$ cat config.mk
export PLATFORM = sky130hd
export DESIGN_NAME = tx_frame_arbiter
export DESIGN_NICKNAME = d
export VERILOG_FILES = /design/src/rtl/tx_frame_arbiter_pkg.sv /design/src/rtl/tx_frame_arbiter_rr_priority_picker.sv /design/src/rtl/tx_frame_arbiter.sv
export SDC_FILE = /design/constraint.sdc
export NUM_CORES = 1
export LEC_CHECK = 0
export BUFFER_PORTS_ARGS = -buffer_cell sky130_fd_sc_hd__buf_4
export CAP_MARGIN = 20
export CORE_AREA = 2 2 39 41
export DETAILED_ROUTE_END_ITERATION = 6
export DIE_AREA = 0 0 41 43
export PLACE_DENSITY = 0.73
export SETUP_SLACK_MARGIN = 0.5
export SKIP_CTS_REPAIR_TIMING = 1
export SLEW_MARGIN = 20
export SYNTH_ARGS = -nofsm -noshare
export SYNTH_HDL_FRONTEND = slang
export SYNTH_SLANG_ARGS = --single-unit
$ cat constraint.sdc
create_clock -name i_clk -period 1.4 [get_ports i_clk]
set_clock_uncertainty 0.1 [all_clocks]
set_input_delay 0.14 -clock i_clk [delete_from_list [all_inputs] [get_ports i_clk]]
set_output_delay 0.14 -clock i_clk [all_outputs]
set_load 0.02 [all_outputs]
$ cat src/rtl/tx_frame_arbiter_pkg.sv
// Shared definitions for the TX frame arbiter: FSM state encoding, frame-check
// seed value and the legal requester count range.
package tx_frame_arbiter_pkg;

  // State encodings, kept as localparams so other blocks can decode state by value.
  localparam logic [1:0] ST_IDLE_ENC       = 2'd0;
  localparam logic [1:0] ST_STREAM_ENC     = 2'd1;
  localparam logic [1:0] ST_APPEND_CRC_ENC = 2'd2;

  typedef enum logic [1:0] {
    StIdle      = ST_IDLE_ENC,
    StStream    = ST_STREAM_ENC,
    StAppendCrc = ST_APPEND_CRC_ENC
  } txarb_state_e;

  // Seed of the XOR frame check; the receiver applies the same seed.
  localparam logic [7:0] CRC_INIT = 8'hFF;

  localparam int unsigned NB_REQ_MIN = 2;
  localparam int unsigned NB_REQ_MAX = 4;

  function automatic bit nb_req_legal(input int unsigned n);
    return (n >= NB_REQ_MIN) && (n <= NB_REQ_MAX);
  endfunction

endpackage

$ cat src/rtl/tx_frame_arbiter_rr_priority_picker.sv
// Round-robin priority picker: scans the request vector upward from the pointer,
// wrapping around, and returns the first set bit as a one-hot grant and an index.
// Purely combinational.
module tx_frame_arbiter_rr_priority_picker #(
  parameter int unsigned NB_REQ = 2,
  parameter int unsigned IdxW   = (NB_REQ > 1) ? $clog2(NB_REQ) : 1
) (
  input  logic [NB_REQ-1:0] req_i,
  input  logic [IdxW-1:0]   ptr_i,
  output logic [NB_REQ-1:0] grant_o,
  output logic [IdxW-1:0]   idx_o,
  output logic              valid_o
);

  // First requester at or after the pointer, with wrap.
  always_comb begin
    int unsigned cand;
    logic [IdxW-1:0] cidx;
    grant_o = '0;
    idx_o   = '0;
    valid_o = 1'b0;
    cand    = 0;
    cidx    = '0;
    for (int unsigned off = 0; off < NB_REQ; off++) begin
      cand = (int'(ptr_i) + off) % NB_REQ;
      cidx = IdxW'(cand);
      if (!valid_o && req_i[cidx]) begin
        valid_o       = 1'b1;
        grant_o[cidx] = 1'b1;
        idx_o         = cidx;
      end
    end
  end

endmodule

$ cat src/rtl/tx_frame_arbiter.sv
// TX frame arbiter: shares the single UART TX FIFO write port among NB_REQ frame
// producers. One requester is granted at a time (round-robin) and keeps the grant
// until its last byte is accepted, so frames are never interleaved.
// Optional feature: define TXARB_CRC_APPEND_EN to append an XOR frame-check byte
// (payload XOR 8'hFF) after every frame.
module tx_frame_arbiter
  import tx_frame_arbiter_pkg::*;
#(
  parameter int unsigned NB_DATA = 8,
  parameter int unsigned NB_REQ  = 2
) (
  input  logic                      i_clk,
  input  logic                      i_reset,
  input  logic [NB_REQ-1:0]         i_req,
  input  logic [NB_REQ-1:0]         i_valid,
  input  logic [NB_REQ-1:0]         i_last,
  input  logic [NB_REQ*NB_DATA-1:0] i_data,
  output logic [NB_REQ-1:0]         o_ready,
  output logic [NB_REQ-1:0]         o_grant,
  input  logic                      i_fifo_tx_full,
  output logic                      o_fifo_tx_write,
  output logic [NB_DATA-1:0]        o_data_to_write,
  output logic                      o_busy
);

  localparam int unsigned IdxW = (NB_REQ > 1) ? $clog2(NB_REQ) : 1;

  if (!nb_req_legal(NB_REQ)) begin : g_bad_nb_req
    $error("tx_frame_arbiter: NB_REQ must be in 2..4");
  end

  txarb_state_e      state_q, state_d;
  logic [NB_REQ-1:0] grant_q, grant_d;
  logic [IdxW-1:0]   ptr_q, ptr_d;

  logic [NB_REQ-1:0] pick_grant;
  logic [IdxW-1:0]   pick_idx;
  logic              pick_valid;

  logic [NB_DATA-1:0] sel_data;
  logic               sel_valid;
  logic               sel_last;
  logic               accept;
  logic               stream_open;

`ifdef TXARB_CRC_APPEND_EN
  logic [NB_DATA-1:0] crc_q, crc_d;
`endif

  tx_frame_arbiter_rr_priority_picker #(
    .NB_REQ (NB_REQ),
    .IdxW   (IdxW)
  ) u_picker (
    .req_i   (i_req),
    .ptr_i   (ptr_q),
    .grant_o (pick_grant),
    .idx_o   (pick_idx),
    .valid_o (pick_valid)
  );

  // Route the granted requester's byte; grant is one-hot so an OR-mux suffices.
  always_comb begin
    sel_data = '0;
    for (int unsigned k = 0; k < NB_REQ; k++) begin
      if (grant_q[k]) begin
        sel_data = sel_data | i_data[k*NB_DATA +: NB_DATA];
      end
    end
  end

  // Ungranted valid/last bits are masked out by the registered grant.
  assign sel_valid   = |(i_valid & grant_q);
  assign sel_last    = |(i_last & grant_q);
  assign stream_open = (state_q == StStream) && !i_fifo_tx_full;
  assign accept      = stream_open && sel_valid;

  // Ready only towards the granted producer while streaming into a non-full FIFO.
  always_comb begin
    o_ready = '0;
    if (stream_open) begin
      o_ready = grant_q;
    end
  end

  // Next-state logic, FIFO write strobe and write data.
  always_comb begin
    state_d         = state_q;
    grant_d         = grant_q;
    ptr_d           = ptr_q;
    o_fifo_tx_write = 1'b0;
    o_data_to_write = '0;
`ifdef TXARB_CRC_APPEND_EN
    crc_d           = crc_q;
`endif
    case (state_q)
      StIdle: begin
        if (pick_valid) begin
          grant_d = pick_grant;
          ptr_d   = (pick_idx == IdxW'(NB_REQ - 1)) ? '0 : pick_idx + IdxW'(1);
          state_d = StStream;
`ifdef TXARB_CRC_APPEND_EN
          crc_d   = NB_DATA'(CRC_INIT);
`endif
        end
      end
      StStream: begin
        if (accept) begin
          o_fifo_tx_write = 1'b1;
          o_data_to_write = sel_data;
`ifdef TXARB_CRC_APPEND_EN
          crc_d           = crc_q ^ sel_data;
`endif
          if (sel_last) begin
            grant_d = '0;
`ifdef TXARB_CRC_APPEND_EN
            state_d = StAppendCrc;
`else
            state_d = StIdle;
`endif
          end
        end
      end
`ifdef TXARB_CRC_APPEND_EN
      StAppendCrc: begin
        if (!i_fifo_tx_full) begin
          o_fifo_tx_write = 1'b1;
          o_data_to_write = crc_q;
          state_d         = StIdle;
        end
      end
`endif
      default: begin
        state_d = StIdle;
        grant_d = '0;
      end
    endcase
  end

  // State registers with synchronous active-low reset; reset abandons any frame.
  always_ff @(posedge i_clk) begin
    if (!i_reset) begin
      state_q <= StIdle;
      grant_q <= '0;
      ptr_q   <= '0;
`ifdef TXARB_CRC_APPEND_EN
      crc_q   <= NB_DATA'(CRC_INIT);
`endif
    end else begin
      state_q <= state_d;
      grant_q <= grant_d;
      ptr_q   <= ptr_d;
`ifdef TXARB_CRC_APPEND_EN
      crc_q   <= crc_d;
`endif
    end
  end

  assign o_grant = grant_q;
  assign o_busy  = (state_q != StIdle);

endmodule

==> flow_summary.ini, run 1 <==
[drt]
route.detailed.drc = 0
dr_total_vias = 554
wl_um = 1640
detail-route-antenna-nets = 0
detailedRoute.firstIterationViolations = 2
drt_first_pass_iters = 3
post_drt_wl_per_cell_um = 15.6
drt-vias-per-instance = 5.28

[timing]
hold_viol_final = 0
timing.final.setup_violations = 9
max_clock_freq_ghz = 0.675
post-route-min-period_ps = 1480
final_max_slew_viol_count = 0
slew_headroom = 0.852
worst_slew_pin_slew_ps = 221
post-route-period-util = 1.06
setup_slack_ps = -82.6
rsz0062_at_grt = yes
worst_hold_slack_ps = 70.8

[global_route]
grt_max_degree = 14
use_met2 = 0.288
grt_pass1_vias = 467
antenna_found_initial = 0
global_route_wire_length_before_repair_um = 1880
grt_met3_use = 0.0471
gr-total-overflow = 0
groute.usage.overall = 0.156
global_route.peak_usage_layer = met2
met1_usage = 0.154

[cells_and_area]
layout.nets = 115
ratio_of_cells_with_drive_above_1_in_the_final_layout = 0.820
area_growth_syn_to_layout_pct = 155
instances_no_fill = 105
insertedDiodeCount = 0

[synth]
post_syn_area_um2 = 347
synthesis.yosys.warnings = 0
synthesis.nets = 70
yosys_register_bits = 4
synth.lib_cells_used.distinct = 19
yosysSeqAreaShare = 0.231
postSynthAreaPerCell_um2 = 7.70
postSynthCellCount = 45

[pwr]
switchingPower_uw = 154
internal_power_uw = 346
seqPwrFrac = 0.262
power.share.switching = 0.308
clock_power_share = 0.311
vdd.ir_drop.worst_mv = 0.460
powerDensity_nw_per_um2 = 567
p_leak_uw = 0.000373
comb_power_share = 0.428

[cts]
path_clk_slew_ps = 40
tritoncts_num_sinks = 4
number_of_buffers_inserted_during_clock_tree_synthesis = 3
ctsRootBufferMaster = clkbuf_4
cts_tree = built
clock_latency_ps = 240
cts.htree.levels = 1
max-clock-path-buffers = 2

[critical_path]
timing.critical_path.arrival_ps = 1240
crit_path_end_kind = primary output
r2r-start = state_q[0]
crit_path_top_delay_cell = dfxtp_4
worstSetupStartpointType = flip-flop
crit_path_start = o_grant[0]
worstPathRequired_ps = 1160
path_max_fanout = 5
crit_path_cell_trace = a22oi_2, nand2b_2, nor2_4, buf_4
worst-setup-path-type = flip-flop to primary output
cp_slowest_stage_delay_ps = 330

[outcome]
run_status = complete, but fails checks
violations = setup timing

[placement]
hpwl_dp_um = 1060
placed_cells_incl_taps = 98
io_buffer_count = 38
routabilityCongestion = 0.753

[hold_path]
hold_path.class = primary input to flip-flop
min_from = i_reset

[floorplan]
start_util = 0.250
area_of_the_die_um2 = 1760
horizontal_die_dimension_um = 41
core-area_um2 = 1380
dieHeight_um = 43
design.portCount = 39
core.rowCount = 14

[job]
cap_violations = 0
[final timing paths]
path / to / slack, ps / cells past startpoint
setup reg to reg: o_grant[0] / 130 / 3
hold / removal: o_grant[1] / 70 / 2
setup / recovery: o_data_to_write[4] / -80 / 4
hold reg to reg: flip-flop / 460 / 2
[layout make-up]
cell class,count,area [µm²]
well taps,16,20.0
fillers,109,500
clock buffers,4,26.3
flip-flops and latches,4,91.3
multi-input cells,38,367
repair buffers,42,373
inverters,1,6.26
[logic make-up after synthesis]
family                 after synthesis  share of synthesized area
and+or+nand+nor                     18                      0.300
buffers and inverters                4                     0.0686
AOI/OAI and AO/OA                   19                      0.401
DFF                                  4                      0.231
[cells in the final DEF (no fill, tap or decap), drive strengths merged]
cell type	instances
nor2	8
a22oi	9
o221a	1
inv	1
o211a	1
buf	42
and2b	1
clkbuf	4
a22o	1
dfxtp	4
o2bb2ai	1
a21oi	5
nor2b	2
o31ai	1
and2	3
nor3b	1
nand2b	4
[power groups by stage]
stage | sequential, µW | clock (µW) | combinational, µW
6_report | 131 | 156 | 214
5_1_grt | 132 | 171 | 229
4_1_cts | 129 | 161 | 169
3_5_place_dp | 130 | 0 | 168
3_3_place_gp | 129 | 0 | 166
2_1_floorplan | 139 | 0 | 77.4
[Yosys cell counts]
cell type,count,share of area
nor3b_1,1,0.022
nand2b_1,2,0.036
and2b_2,1,0.025
o2bb2ai_1,1,0.025
o221a_2,1,0.032
nor2b_1,2,0.036
nand2b_4,1,0.040
and2_1,3,0.054
nor2_1,8,0.087
buf_2,1,0.014
dfxtp_1,4,0.23
o31ai_1,1,0.022
a22o_1,1,0.025
buf_6,1,0.032
a22oi_1,9,0.19
a21oi_1,5,0.072
clkbuf_1,1,0.011
o211a_1,1,0.029
inv_2,1,0.011
[critical path: cells and delay by family (launching register included)]
| kind | cells | cell delay [ps] |
|---|---|---|
| AO/OA/AOI/OAI | 1 | 190 |
| flip-flops | 1 | 330 |
| AND/OR/NAND/NOR | 2 | 320 |
| buffers and inverters | 1 | 150 |
[per-stage QoR]
stage / util / worst slack, ps / power, µW / setup TNS (ps) / area, µm²
after floorplan: - / 222 / 217 / 0 / 433
after global placement: 0.523 / 139 / 296 / 0 / 723
after detailed placement: 0.523 / 88.4 / 298 / 0 / 723
after CTS: 0.542 / -171 / 459 / -1320 / 749
after global routing: 0.638 / -115 / 532 / -907 / 883
final: 0.638 / -82.6 / 501 / -561 / 883
[routing by layer]
metal / routed length, µm / vias to the layer above
li1: - / 261
met1: 512 / 273
met2: 1040 / 20
met3: 89 / 0
met4: 0 / 0
met5: 0 / -
No activity file was read; power rests on OpenSTA's default activity.
==> run 2: changes to the inputs <==
--- a/config.mk
+++ b/config.mk
@@ -10,9 +10,7 @@
 export CORE_AREA = 2 2 39 41
 export DETAILED_ROUTE_END_ITERATION = 6
 export DIE_AREA = 0 0 41 43
-export PLACE_DENSITY = 0.73
 export SETUP_SLACK_MARGIN = 0.5
-export SKIP_CTS_REPAIR_TIMING = 1
 export SLEW_MARGIN = 20
 export SYNTH_ARGS = -nofsm -noshare
 export SYNTH_HDL_FRONTEND = slang
==> run 2 against run 1 <==
Compared with the run above: the flow still finishes with violations (setup timing); power is 4.4% higher; non-clock buffer count is 4 higher; sequential share of layout area is 0.92 points lower; flip-flop and latch count stayed put; wire length is 8.2% lower; highest routed layer unchanged; maximum frequency is 2.9% higher; clock-buffer cell count stayed put; combinational power is 8% higher; critical endpoint is now o_fifo_tx_write.
==> flow_summary.ini, run 2 (synthesized netlist as in run 1, its figures left out) <==
[cts]
path_clk_slew_ps = 40
clock_latency_ps = 240
cts.hold.buffers_added = 0
tritoncts_num_sinks = 4
number_of_buffers_inserted_during_clock_tree_synthesis = 3
cts.htree.levels = 1
max-clock-path-buffers = 2
ctsRootBufferMaster = clkbuf_4
cts_tree = built

[drt]
detailedRoute.firstIterationViolations = 13
drt_first_pass_iters = 4
route.detailed.drc = 0
wl_um = 1510
drt-vias-per-instance = 5.01
detail-route-antenna-nets = 0
post_drt_wl_per_cell_um = 13.8
dr_total_vias = 546

[cells_and_area]
postLayoutCellArea_um2 = 970
ratio_of_cells_with_drive_above_1_in_the_final_layout = 0.860
insertedDiodeCount = 0
layout.nets = 119
area_growth_syn_to_layout_pct = 180
mostFrequentLayoutCells = 26 x buf_4, 18 x buf_6, 9 x a22oi_2
instances_no_fill = 109
most_common_library_cell_in_the_layout_ignoring_fill_and_taps = buf_4

[critical_path]
path_max_fanout = 5
crit_path_end_kind = primary output
cp_slowest_stage_delay_ps = 340
reg2reg_slack_ps = 30
worstPathRequired_ps = 1160
r2r-start = state_q[0]
worstSetupStartpointType = flip-flop
crit_path_cell_trace = a22oi_2, nand2b_4, inv_4, buf_6
worst_path_dominant_cell_family = flip-flops
worst-setup-path-type = flip-flop to primary output
critical_path.n_buffers_inverters = 2
crit_reg_reg_endpoint = o_grant[0]
timing.critical_path.arrival_ps = 1200
crit_path_top_delay_cell = dfxtp_4
r2r.worst_path.cells = 5

[timing]
finalSetupTns_ps = -257
final_max_slew_viol_count = 0
hold_viol_final = 0
post-route-min-period_ps = 1440
worst_slew_pin_slew_ps = 247
rsz0062_at_grt = yes
worst_hold_slack_ps = 53.8
timing.final.setup_violations = 9
slew_headroom = 0.834
post-route-period-util = 1.03
setup_slack_ps = -41.3
max_clock_freq_ghz = 0.694

[floorplan]
core-area_um2 = 1380
start_util = 0.250
design.portCount = 39
horizontal_die_dimension_um = 41
area_of_the_die_um2 = 1760
core.rowCount = 14
dieHeight_um = 43

[job]
cap_violations = 0

[pwr]
p_leak_uw = 0.000414
powerDensity_nw_per_um2 = 539
vdd.ir_drop.worst_mv = 0.499

[placement]
routabilityCongestion = 0.846
placed_cells_incl_taps = 98
io_buffer_count = 38
hpwl_dp_um = 921
post_dp_cell_area_um2 = 723

[outcome]
violations = setup timing
run_status = complete, but fails checks

[hold_path]
hold_path.class = primary input to flip-flop
whs_path_depth = 2
min_from = i_reset

[global_route]
global_route_wire_length_before_repair_um = 2160
grt_max_degree = 14
groute.usage.overall = 0.182
gr-total-overflow = 0
antenna_found_initial = 0
grt_pass1_vias = 484
run 2: area by class of cell:
type / count / area (µm²)
timing repair buffer: 46 / 433
fill: 108 / 414
multi-input combinational: 38 / 393
sequential: 4 / 91.3
clock buffer: 4 / 26.3
tap: 16 / 20.0
inverter: 1 / 6.26
run 2: through the flow:
step                      setup WS (ps)   util  total power [µW]
after CTS                         -35.5  0.667               516
after global placement              140  0.523               298
after floorplan                     222      -               217
final                             -41.3  0.701               523
after global routing               -101  0.701               550
after detailed placement           98.9  0.523               297
run 2: power by group:
part / internal (µW) / total (µW) / switching [µW]
Clock: 107 / 162 / 54.3
Combinational: 131 / 231 / 100
Sequential: 122 / 130 / 8.36
Total: 360 / 523 / 163
run 2: what timing repair did:
item                       CTS  global route
pin swaps                    4             4
cloned                       1             0
hold endpoints to repair     0             0
resized for setup           32             6
buffers inserted             3             3
setup endpoints to repair   18            18
run 2: worst max-delay path by stage:
stage / startpoint / end / slack, ps / depth (start not counted)
after detailed placement: o_grant[0] / o_data_to_write[0] / 100 / 4
after global placement: o_grant[0] / o_data_to_write[0] / 140 / 4
after CTS: o_grant[0] / o_data_to_write[3] / -40 / 4
after global routing: o_grant[1] / o_fifo_tx_write / -100 / 4
after floorplan: state_q[0] / o_grant[1] / 220 / 4
final: o_grant[0] / o_fifo_tx_write / -40 / 4
run 2: routing by layer:
layer	global-route usage	vias up	wire (µm)
met4	0.0400	0	0
met3	0.0785	0	74
li1	-	266	-
met1	0.211	260	577
met5	0	-	0
met2	0.297	20	854
